$ cat config.mk
export PLATFORM = sky130hd
export DESIGN_NAME = uart_rx_core
export DESIGN_NICKNAME = d
export VERILOG_FILES = /design/src/rtl/uart_rx_core.sv
export SDC_FILE = /design/constraint.sdc
export NUM_CORES = 1
export LEC_CHECK = 0
export CAP_MARGIN = 20
export CELL_PAD_IN_SITES_DETAIL_PLACEMENT = 0
export CELL_PAD_IN_SITES_GLOBAL_PLACEMENT = 1
export CORE_ASPECT_RATIO = 0.75
export CORE_MARGIN = 1
export CORE_UTILIZATION = 35
export CTS_CLUSTER_SIZE = 14
export DETAILED_ROUTE_END_ITERATION = 10
export GPL_ROUTABILITY_DRIVEN = 0
export GPL_TIMING_DRIVEN = 0
export PLACE_DENSITY = 0.64
export RECOVER_POWER = 100
export SLEW_MARGIN = 20
export SYNTH_ARGS = -nofsm -noshare
export SYNTH_HDL_FRONTEND = slang
export SYNTH_SLANG_ARGS = --single-unit
$ cat constraint.sdc
create_clock -name i_clock -period 2.9 [get_ports i_clock]
set_input_delay 0.435 -clock i_clock [delete_from_list [all_inputs] [get_ports i_clock]]
set_output_delay 0.435 -clock i_clock [all_outputs]
set_load 0.1 [all_outputs]
$ cat src/rtl/uart_rx_core.sv
// UART receiver: 2-flop synchronized input, mid-bit sampling, one-deep output holding register.
// Optional even parity bit between data and stop when UART_RX_PARITY_EN is defined.
module uart_rx_core #(
  parameter int CLOCK_COUNTER_WIDTH = 10,
  parameter int BIT_COUNTER_WIDTH   = 3,
  parameter int DATA_WIDTH          = 8,
  parameter int CLOCKS_PER_BIT      = 434
) (
  input  logic                  i_clock,
  input  logic                  i_resetL,
  input  logic                  i_RX,
  input  logic                  i_ready,
  output logic [DATA_WIDTH-1:0] o_data,
  output logic                  o_valid,
  output logic                  o_frame_error,
  output logic                  o_overrun,
`ifdef UART_RX_PARITY_EN
  output logic                  o_parity_error,
`endif
  output logic                  o_busy
);

  localparam logic [CLOCK_COUNTER_WIDTH-1:0] HALF_BIT = CLOCK_COUNTER_WIDTH'(CLOCKS_PER_BIT / 2);
  localparam logic [CLOCK_COUNTER_WIDTH-1:0] LAST_TICK = CLOCK_COUNTER_WIDTH'(CLOCKS_PER_BIT - 1);
  localparam logic [BIT_COUNTER_WIDTH-1:0] LAST_BIT = BIT_COUNTER_WIDTH'(DATA_WIDTH - 1);

  typedef enum logic [2:0] {
    IDLE,
    START,
    DATA,
`ifdef UART_RX_PARITY_EN
    PARITY,
`endif
    STOP,
    WAIT_IDLE
  } state_t;

  state_t                   state, state_next;
  logic                     rx_meta, rx_sync, rx_prev;
  logic [CLOCK_COUNTER_WIDTH-1:0] clk_count;
  logic [BIT_COUNTER_WIDTH-1:0]   bit_count;
  logic [DATA_WIDTH-1:0]    shift_reg;
  logic                     bit_tick, rx_fall, stop_ok, stop_bad, drop_byte;
  logic                     par_bad, par_bad_now;

  assign bit_tick = (clk_count == LAST_TICK);
  assign rx_fall  = rx_prev & ~rx_sync;
  assign o_busy   = (state != IDLE);

  always_ff @(posedge i_clock or negedge i_resetL) begin
    if (!i_resetL) begin
      rx_meta <= 1'b1;
      rx_sync <= 1'b1;
      rx_prev <= 1'b1;
    end else begin
      rx_meta <= i_RX;
      rx_sync <= rx_meta;
      rx_prev <= rx_sync;
    end
  end

  always_ff @(posedge i_clock or negedge i_resetL) begin
    if (!i_resetL) state <= IDLE;
    else           state <= state_next;
  end

  always_comb begin
    state_next  = state;
    stop_ok     = 1'b0;
    stop_bad    = 1'b0;
    par_bad_now = 1'b0;
    case (state)
      IDLE:      if (rx_fall) state_next = START;
      START:     if (clk_count == HALF_BIT) state_next = rx_sync ? IDLE : DATA;
      DATA: begin
        if (bit_tick && (bit_count == LAST_BIT)) begin
`ifdef UART_RX_PARITY_EN
          state_next = PARITY;
`else
          state_next = STOP;
`endif
        end
      end
`ifdef UART_RX_PARITY_EN
      PARITY: begin
        if (bit_tick) begin
          state_next  = STOP;
          par_bad_now = (rx_sync != ^shift_reg);
        end
      end
`endif
      STOP: begin
        if (bit_tick) begin
          state_next = rx_sync ? IDLE : WAIT_IDLE;
          stop_ok    = rx_sync & ~par_bad;
          stop_bad   = ~rx_sync;
        end
      end
      WAIT_IDLE: if (rx_sync) state_next = IDLE;
      default:   state_next = IDLE;
    endcase
  end

  // Counter restarts on every state change and wraps once per bit period.
  always_ff @(posedge i_clock or negedge i_resetL) begin
    if (!i_resetL) begin
      clk_count <= '0;
      bit_count <= '0;
      shift_reg <= '0;
      par_bad   <= 1'b0;
    end else begin
      if ((state == IDLE) || (state == WAIT_IDLE) || (state_next != state) || bit_tick)
        clk_count <= '0;
      else
        clk_count <= clk_count + 1'b1;

      if (state != DATA)  bit_count <= '0;
      else if (bit_tick)  bit_count <= bit_count + 1'b1;

      if ((state == DATA) && bit_tick)
        shift_reg <= {rx_sync, shift_reg[DATA_WIDTH-1:1]};

      if (state == IDLE)    par_bad <= 1'b0;
      else if (par_bad_now) par_bad <= 1'b1;
    end
  end

  // A completed byte is dropped only when the held byte is not being consumed this cycle.
  assign drop_byte = o_valid & ~i_ready;

  always_ff @(posedge i_clock or negedge i_resetL) begin
    if (!i_resetL) begin
      o_data        <= '0;
      o_valid       <= 1'b0;
      o_frame_error <= 1'b0;
      o_overrun     <= 1'b0;
    end else begin
      o_frame_error <= stop_bad;
      o_overrun     <= stop_ok & drop_byte;
      if (stop_ok && !drop_byte) begin
        o_data  <= shift_reg;
        o_valid <= 1'b1;
      end else if (i_ready) begin
        o_valid <= 1'b0;
      end
    end
  end

`ifdef UART_RX_PARITY_EN
  always_ff @(posedge i_clock or negedge i_resetL) begin
    if (!i_resetL) o_parity_error <= 1'b0;
    else           o_parity_error <= par_bad_now;
  end
`endif

endmodule

# Yosys cells after proc, flatten, opt, wreduce, memory -nomap -nowiden
# Index checks and enable logic that the tools add are counted.
# Widths: inputs -> output; s select.
dict set report op_classes {
  add_sub_neg 2
  n_mul 0
  n_div 0
  magnitude_cmp 0
  eq_ne 9
  shifts 0
  muxes 17
  n_bitwise 5
  reduce_logical 11
}
# cell n
set op_table {}
lappend op_table {{$mux 3} 8}
lappend op_table {{$pmux 3 s5} 1}
lappend op_table {{$add 10x1->10 const B} 1}
lappend op_table {{$eq 10x8->1 const B} 1}
lappend op_table {{$eq 10x9->1 const B} 1}
lappend op_table {{$mux 10} 1}
lappend op_table {{$eq 3x2->1 const B} 2}
lappend op_table {{$eq 3x3->1 const B} 2}
lappend op_table {{$mux 1} 6}
lappend op_table {{$reduce_bool 2->1} 2}
lappend op_table {{$add 3x1->3 const B} 1}
lappend op_table {{$and 1x1->1} 3}
lappend op_table {{$eq 3x1->1 const B} 1}
lappend op_table {{$logic_and 1x1->1} 3}
lappend op_table {{$logic_not 3->1} 1}
lappend op_table {{$logic_or 1x1->1} 3}
lappend op_table {{$ne 3x2->1 const B} 1}
lappend op_table {{$ne 3x3->1} 1}
lappend op_table {{$reduce_bool 3->1} 1}
lappend op_table {{$mux 2} 1}
lappend op_table {{$not 1->1} 2}
lappend op_table {{$logic_not 1->1} 1}
dict set report word_totals {
  reg_bits 38
  latchBits 0
  ramBits 0
  rom_bits 0
  input_bits 4
  output_inout_bits 12
  elab_cells 55
  mem_count 0
}

# Longest topological paths before layout
# Gate-level depths: netlist of the first run.
dict set report logic_depth {
  word_depth 8
  ltp_mapped 7
  ltp_nobuf 6
}

# Worst setup path before layout of the first run
# No wires, ideal clock.
dict set report synth_path {
  kind {flip-flop to flip-flop}
  start {reg clk_count[1]}
  end {reg clk_count[0]}
  arrival_time_ns 1.688
  required_ns 2.758
  path_slack_ns 1.070
  path_stages_with_launch 7
  path_buffers 0
  period_less_slack_ns 1.830
  path_cell_list {dfrtp_1 inv_1 ha_1 or3b_4 or4_1 nand3_2 a2111oi_0}
}
dict set report synth_via {
  elab_chain_len 8
  word_cells_on_any_way 11
}
# item line
set synth_lines {}
lappend synth_lines {{start: declaration} 40} ;# logic [CLOCK_COUNTER_WIDTH-1:0] clk_count;
lappend synth_lines {{start signal: assignment} 115} ;# clk_count <= clk_count + 1'b1;
lappend synth_lines {{$eq 10x9->1} 46} ;# assign bit_tick = (clk_count == LAST_TICK);
lappend synth_lines {{$logic_and 1x1->1} 76} ;# if (bit_tick && (bit_count == LAST_BIT)) begin
lappend synth_lines {{$mux 3} 76}
lappend synth_lines {{$pmux 3 s5} 72} ;# case (state)
lappend synth_lines {{$ne 3x3->1} 112} ;# if ((state == IDLE) || (state == WAIT_IDLE) || (state_next != state) || bit_tick)
lappend synth_lines {{$logic_or 1x1->1} 112}
lappend synth_lines {{$logic_or 1x1->1 (*)} 112}
lappend synth_lines {{$mux 10 (*)} 112}
# Every way passes the cells marked *; elsewhere a longest branch is shown, timed or not.
# A chain may end at the register's enable or synchronous reset.

# Worst setup path after layout of the first run
dict set report layout_path {
  start {reg state[2]}
  end {out o_busy}
}
dict set report layout_via {
  elab_chain_len 1
}
# item line
set layout_lines {}
lappend layout_lines {{start: declaration} 38} ;# state_t state, state_next;
lappend layout_lines {{start signal: assignment} 64} ;# else state <= state_next;
lappend layout_lines {{$reduce_bool 3->1} 48} ;# assign o_busy = (state != IDLE);
lappend layout_lines {{end: declaration} 20} ;# output logic o_busy
# Every way passes these cells.

==> results, run 1 <==
- The area of the placeable core is ~4700 µm².
- For this block, the initial DRC count from the detailed router was 48.
- Derived from the worst setup path, the maximum achievable clock frequency is between 300 and 400 MHz.
- The clock network burns between 40% and 50% of the power.
- The total design power is about 1.3 mW.
- The first global-routing pass estimated between 5 and 6 mm of wire.
- Synthesis produced ~140 cells.
- The worst endpoint data arrival time is 2100 ps.
- The largest driver fanout on the critical path is 8.
- The synthesized design contains 38 register bits.
- The sequential-to-total area share from yosys stat is a little over half.
- The register with the most flip-flops in the layout has 10 of them.
- The share of the cycle needed by the critical path after routing is about 87%.
- The estimated wirelength of the detail-placed design is 2.47 mm.
- Setup violations remaining at the end of the flow were counted as 0.
- The clock tree from TritonCTS is yes.
- The via count of the first global-routing pass came to 1,217.
- The antenna diode count is 0.
- The post-synthesis cell type with the largest combined area is dfrtp_1.
- Headroom to the max-slew limit came out at approximately 22%.
- The net count of the finished layout is between 150 and 200.
- Gates resized during post-CTS repair numbered 0.
- The flow ran to the end, and the final reports show no timing, DRC or antenna violations.
- The synthesized cell area is 1760 µm².
- Buffers placed on the I/O ports in this run total 15.
- After clock tree synthesis, the clock-pin slew on the worst setup and hold paths is roughly 70 ps.
- At the later pin of the worst-skew pair, clock insertion delay measures about 290 ps.
- The area added between synthesis and finish is 19.7%.
- The total power per unit cell area is around 630 nW/µm².
- The measured slew at the worst slew-check pin is approximately 1200 ps.
- The floorplan step defined a die boundary enclosing around 5300 µm².
- For this configuration, the core starts out at a cell density of approximately 38%.
- The worst setup path is captured at a primary output.
- Dividing the detail-routed via count by the number of cells gives 5.33.
- The number of H-tree branching levels is 2.
- Yosys mapped the design onto 39 distinct sky130hd cell types.
- The width of the chip is ~84 µm.
- The number of placed instances, taps included is ~210.
- The count of nets left with antenna violations once routing finished came out at 0.
- Combinational cells account for 12.7% of the total power.
- Ranked by total cell area, the synthesized netlist is headed by dfrtp_1 50%, mux2_2 10%, dfstp_2 4.5%.
- The average wire length per cell after detail routing is approximately 16 µm.
- Clock skew on the completed layout was measured at 4.82 ps.
- 16 I/O pins were placed.
- The TritonCTS buffer count is 5.
- The worst path meets setup with around 370 ps of slack.
- The type of the setup path with the least slack is flip-flop to primary output.
- Cells with a size suffix above 1 make up 23.5% of the layout.
- In this run the static leakage power is between 0.9 and 1 nW.
- The count of final hold-check violations is 0.
- Max-cap violations in this run came to 0.
- The number of buffers added to fix hold violations after cts is 0.
- The peak supply drop is around 300 µV.
- The critical path data required time is approximately 2500 ps.
- The first detailed-routing pass ran for 4 iterations.
- Across every metal layer, demand over resource in global routing totals between 10% and 20%.
- The number of synthesis warnings is 0.
- The total detailed-routing wirelength is 3.41 mm.
- The synthesized netlist net count is between 100 and 150.
- The fraction of power consumed by sequential logic is a little under half.
- Internal power comes to 0.997 mW.
- In this run the core area contains 21 standard-cell rows.
- The worst hold slack after final layout is between 200 and 250 ps.
- The floorplan step set the die height to ~63 µm.
- Summing over every cut layer, the via total after detailed routing is approximately 1.2k.
- The final cell count without fillers is about 220.
- The count of pins over their slew limit is 0.
- The pin count of the biggest net entering global routing is 24.
- The number of buffers on the longest clock path is 2.
- Setup repair after global routing left no endpoint under its margin.
- The worst hold path belongs to the class input port to asynchronous set/reset pin.
- STA classifies the critical path startpoint as a flip-flop.
- OpenSTA, run right after detailed placement, puts the worst setup slack at between 600 and 700 ps.
- Clock tree synthesis found a total of 38 sinks.
- After detailed routing, the number of remaining DRC violations is 0.
- For this run the aggregate overflow at the end of global routing stands at 0.
- The net switching fraction of the power is between 20% and 30%.
- The number of setup buffers added after CTS is 0.
- The initial antenna violation count is 0.
- The synthesized design devotes to its leading area cell type about 50% of total area.
- The final critical delay including setup and external delays is approximately 2500 ps.
- The final sum of negative setup slack is 0 ps.
- The mean area per synthesized cell is ~13 µm².
- The number of fillers in the final layout is around 430.
- The cell sitting at the root of the clock tree is a clkbuf_8.
- The power dissipated by switching net loads is 0.329 mW.
-- Yosys cell counts, drive strengths merged --
cell type,n
a2111oi,7
a21oi,4
a32oi,1
and2,2
and2b,1
and3,1
and4,1
and4b,1
and4bb,1
buf,2
clkbuf,2
dfrtp,35
dfstp,3
ha,4
inv,3
mux2,16
nand2,9
nand2b,1
nand3,6
nand4,4
nand4bb,1
nor2,6
nor3,4
nor3b,4
o211ai,2
o21ai,2
or2,1
or3,2
or3b,1
or4,2
xnor2,5
xor2,4
-- routing by layer --
| metal | share of wire (%) | track usage [%] |
|---|---|---|
| met1 | 51 | 19.4 |
| met2 | 43 | 22.6 |
| met3 | 4.1 | 4.06 |
| met4 | 1.4 | 5.17 |
| met5 | 0 | 0 |
-- worst max-delay path, stage by stage, from the launching register on --
cell           delay (ps)
dfrtp_1               460
or3_1                 160
dlygate4sd3_1        1200
-- path summary, 6_finish.rpt --
| check | start | to | slack [ps] | cells past startpoint |
|---|---|---|---|---|
| max in group asynchronous | i_resetL | state[2] | 1110 | 2 |
| worst max-delay path | state[2] | o_busy | 370 | 2 |
| worst max register to register | clk_count[1] | clk_count[2] | 380 | 6 |
| worst min register to register | rx_meta | rx_sync | 360 | 0 |
| worst min-delay path | i_resetL | clk_count[7] | 240 | 1 |
| min in group i_clock | rx_meta | rx_sync | 360 | 0 |
-- cell usage in the layout (no fill, tap or decap), types with 2 or more instances in the layout --
cell and n:
xor2_1 4, xnor2_1 5, nor3b_1 3, dfstp_2 2, and2_1 2, a21oi_1 4, nand2_1 9, dfrtp_1 35
mux2_2 15, o21ai_0 2, nor3_1 4, nor2_1 6, nand3_1 4, buf_4 2, a2111oi_0 7, bufinv_16 2
clkbuf_8 6, or4_1 2, or3_1 2, clkbuf_1 3, ha_1 4, nand4_1 3, inv_1 3, dlygate4sd3_1 13
-- final cells by class --
class	count	area (µm²)	area share, %
inverter	3	11.3	0.535
tap	57	71.3	3.39
timing repair buffer	16	148	7.01
clock buffer	6	82.6	3.92
buffer	4	26.3	1.25
clock inverter	2	60.1	2.85
sequential	38	955	45.3
multi-input combinational	93	752	35.7
-- through the flow --
step                      utilization, %  instance area, µm²
final                               45.3                2110
after global routing                45.3                2110
after CTS                           46.1                2150
after detailed placement            43.1                2000
after global placement              42.6                1980
after floorplan                        -                1760
-- power groups by stage --
stage               Sequential, mW  Combinational [mW]  Clock [mW]
finish                       0.604               0.168       0.555
global route                 0.607               0.187       0.596
CTS                          0.605               0.187       0.566
detailed placement           0.616               0.186           0
global placement             0.614               0.174           0
floorplan                    0.604               0.133           0
-- logic make-up (layout without fill, tap and decap cells) --
kind of cell	count (synthesis)	after routing	share of synthesized area [%]
simple gates	48	48	19.0
flops	38	38	54.3
compound gates	16	16	7.04
mux	16	16	10.2
xor+xnor	9	9	4.48
buf+inv	7	31	2.13
fa+ha+maj	4	4	2.85
Note: power is estimated with default switching activity, not from simulation.
==> inputs of run 2 (changes only) <==
- CTS_CLUSTER_SIZE: 14 -> default
- SLEW_MARGIN: 20 -> 0
==> run 2 against run 1 <==
Net effect: the run now ends with capacitance limit, slew limit left; critical path depth up 4; power down 13%; die area unchanged; wire length up 0.88%; largest power group unchanged; combinational power about the same; non-clock buffer count down 1; sequential share of layout area up 1.1 points; setup slack worse by 10 ps; global-route usage up 0.35 points; clock skew up 0.54 ps; sequential cell count unchanged.
==> results, run 2 (synthesis results as in run 1) <==
- The estimated wirelength of the detail-placed design is between 2 and 2.5 mm.
- The setup-violating endpoint count in the final report is 0.
- For this run, the top clock speed supported by timing is roughly 390 MHz.
- The TritonCTS buffer count is 5.
- The final reports fail on capacitance limit, slew limit.
- The total power per unit cell area is about 560 nW/µm².
- The internal power of the cells totals about 0.8 mW.
- The net switching fraction of the power is 28.6%.
- For met1 alone, demand over resource in global routing was 20.1%.
- For the pin with the worst max-slew slack, the measured transition is 2010 ps.
- The count of TritonRoute iterations in the first routing pass is 4.
- The worst setup path is of the flip-flop to flip-flop kind.
- The via count of the first global-routing pass is between 1k and 1.5k.
- The routed layout has approximately 1.1k vias.
- The clock tree from TritonCTS is yes.
- The initial antenna violation count is 0.
- After detailed routing, the number of vias per cell comes to 5.20.
- After detailed routing, the average wire length per cell comes to ~16 µm.
- The register with the most flip-flops in the layout has 10 of them.
- Gates resized during post-CTS repair numbered 0.
- The worst-case headroom to the max-slew limit is -33.9%.
- The floorplan has 21 rows.
- The top cell types in the final layout, fill and taps aside, are 35 x dfrtp_1, 16 x mux2_2, 13 x dlygate4sd3_1.
- The die is around 84 µm wide.
- The filler cells instantiated in the layout total roughly 450.
- The reg-to-reg critical path startpoint is clk_count[1].
- Along the worst path, the maximum fanout reaches 10.
- STA classifies the critical path endpoint as a flip-flop.
- The violation count after the first detailed-route iteration is between 40 and 50.
- From synthesis to final layout, the design area changed by 16.8%.
- The flow ran to the end, but the final reports show violations.
- The count of boundary I/O pins is 16.
- The final critical path takes up approximately 88% of the cycle.
- Global routing used 14.9% of the available tracks.
- 0 antenna diodes ended up in the layout.
- The commonest non-fill, non-tap cell in the layout is dfrtp_1.
- The met2 usage is approximately a quarter.
- The share of post-route cells with drive strength above 1 is 24.2%.
- The static power due to leakage is a little over 0.9 nW.
- The max-cap check violation count is 1.
- The number of buffers added to fix hold violations after cts is 0.
- The floorplan step set the die height to between 60 and 70 µm.
- The count of nets left with antenna violations once routing finished came out at 0.
- CTS placed an instance of clkbuf_8 at the clock tree root.
- The sequential cells in the finished layout cover a total of 955 µm².
- Setup repair after global routing left no endpoint under its margin.
- The flop-to-flop setup slack is between 300 and 400 ps.
- The critical path data required time is just over 3000 ps.
- The area of the multi-input gates is 752 µm².
- The routed design could run at a clock period as short as ~2500 ps.
- The combinational power share is about 15%.
- The critical hold path startpoint is rx_meta.
- The met3 layer usage reported by global route is a little over 4%.
- After routing, the total negative slack on setup checks comes to 0 ps.
- Entering global routing, the biggest net connects 39 pins.
- The clock passes through at most 2 buffers.
- The type of origin of the critical path is a flip-flop.
- Of the total power, registers draw 52.6%.
- The worst endpoint data arrival time is about 2700 ps.
- The clock insertion delay at the later pin of the skew report is between 200 and 300 ps.
- The number of setup buffers added after CTS is 0.
- Across the routed clock network, the largest skew measured is around 5.4 ps.
- The end of the worst hold path is rx_sync.
- The total detailed-routing wirelength is 3.44 mm.
- The number of H-tree branching levels is 2.
- The count of final hold-check violations came to 0.
- The count of pins over their slew limit is 39.
- Measured in cells, the most critical reg-to-reg path has a length of 6.
- Summed over all nets, the switching power comes to 0.328 mW.
- The worst register-to-register path ends at clk_count[1].
- At the end of the flow, the number of nets in the layout was approximately 170.
- Once the floorplan was initialized, standard cells occupied between 30% and 40% of the core.
- The total overflow left after global routing is 0.
- The global routing stage identified its most utilized layer as met2.
- The path class of the tightest hold or removal check is flip-flop to flip-flop.
- The region available for standard cell placement spans between 4000 and 5000 µm².
- At the end of the flow the core is filled with cells to 44.2%.
- Input and output buffers added on the ports amount to 15.
- The residual DRC count is 0.
- The first global-routing pass estimated slightly above 6 mm of wire.
- The hold-critical path depth is 0.
- The die area is between 5000 and 6000 µm².
- Clock-pin slew was measured on the worst setup and hold paths at about 80 ps.
- The part of the total power dissipated in the clock network is around a third.
- The peak supply drop is ~340 µV.
- The total number of clock tree sinks is 38.
## run 2: changes by cell type in the layout (fill, tap and decap cells not counted)
| cell | change |
|---|---|
| bufinv_16 | -2 |
| clkbuf_1 | -1 |
| clkinv_2 | +1 |
| clkinvlp_4 | +1 |
| mux2_1 | -1 |
| mux2_2 | +1 |
## run 2: area by class of cell
| type | count | area share, % |
|---|---|---|
| plain buffers | 4 | 1.28 |
| clock inverters | 2 | 0.609 |
| well taps | 57 | 3.47 |
| flip-flops and latches | 38 | 46.5 |
| repair buffers | 15 | 7.00 |
| clock buffers | 6 | 4.02 |
| inverters | 3 | 0.548 |
| multi-input cells | 93 | 36.6 |
## run 2: layer usage
metal,vias to the layer above,part of all wire [%]
li1,553,-
met1,562,51
met2,14,45
met3,4,3.1
met4,0,1.2
met5,-,0
## run 2: critical path: stages (launching register included)
cell and delay [ps]:
dfrtp_1 410, inv_1 70, ha_1 150, nor3b_1 600, nand4_2 490, o211ai_2 480
a2111oi_0 180
## run 2: how the worst max path moves through the flow
stage | from | end | slack [ps] | depth (start not counted)
6_report | clk_count[1] | clk_count[1] | 360 | 6
5_1_grt | clk_count[1] | clk_count[4] | 140 | 6
4_1_cts | state[1] | o_busy | 330 | 3
3_5_place_dp | state[1] | o_busy | 650 | 3
3_3_place_gp | i_resetL | o_data[5] | 530 | 1
2_1_floorplan | clk_count[1] | clk_count[0] | 1070 | 6
## run 2: power by group through the flow
| stage | clock network [mW] | logic (mW) | registers (mW) |
|---|---|---|---|
| 3_3_place_gp | 0 | 0.174 | 0.614 |
| 5_1_grt | 0.418 | 0.187 | 0.608 |
| 4_1_cts | 0.394 | 0.182 | 0.606 |
| 3_5_place_dp | 0 | 0.181 | 0.616 |
| 6_report | 0.377 | 0.167 | 0.604 |
| 2_1_floorplan | 0 | 0.133 | 0.604 |
## run 2: per-stage QoR
step | power (mW) | setup WS (ps) | hold slack (ps) | cell area, µm² | cells
4_1_cts | 1.18 | 329 | 271 | 2070 | 218
3_3_place_gp | 0.788 | 525 | 346 | 1980 | 210
3_5_place_dp | 0.797 | 652 | 350 | 1980 | 210
5_1_grt | 1.21 | 144 | 374 | 2050 | 218
6_report | 1.15 | 357 | 370 | 2050 | 218
2_1_floorplan | 0.737 | 1070 | 139 | 1760 | 138
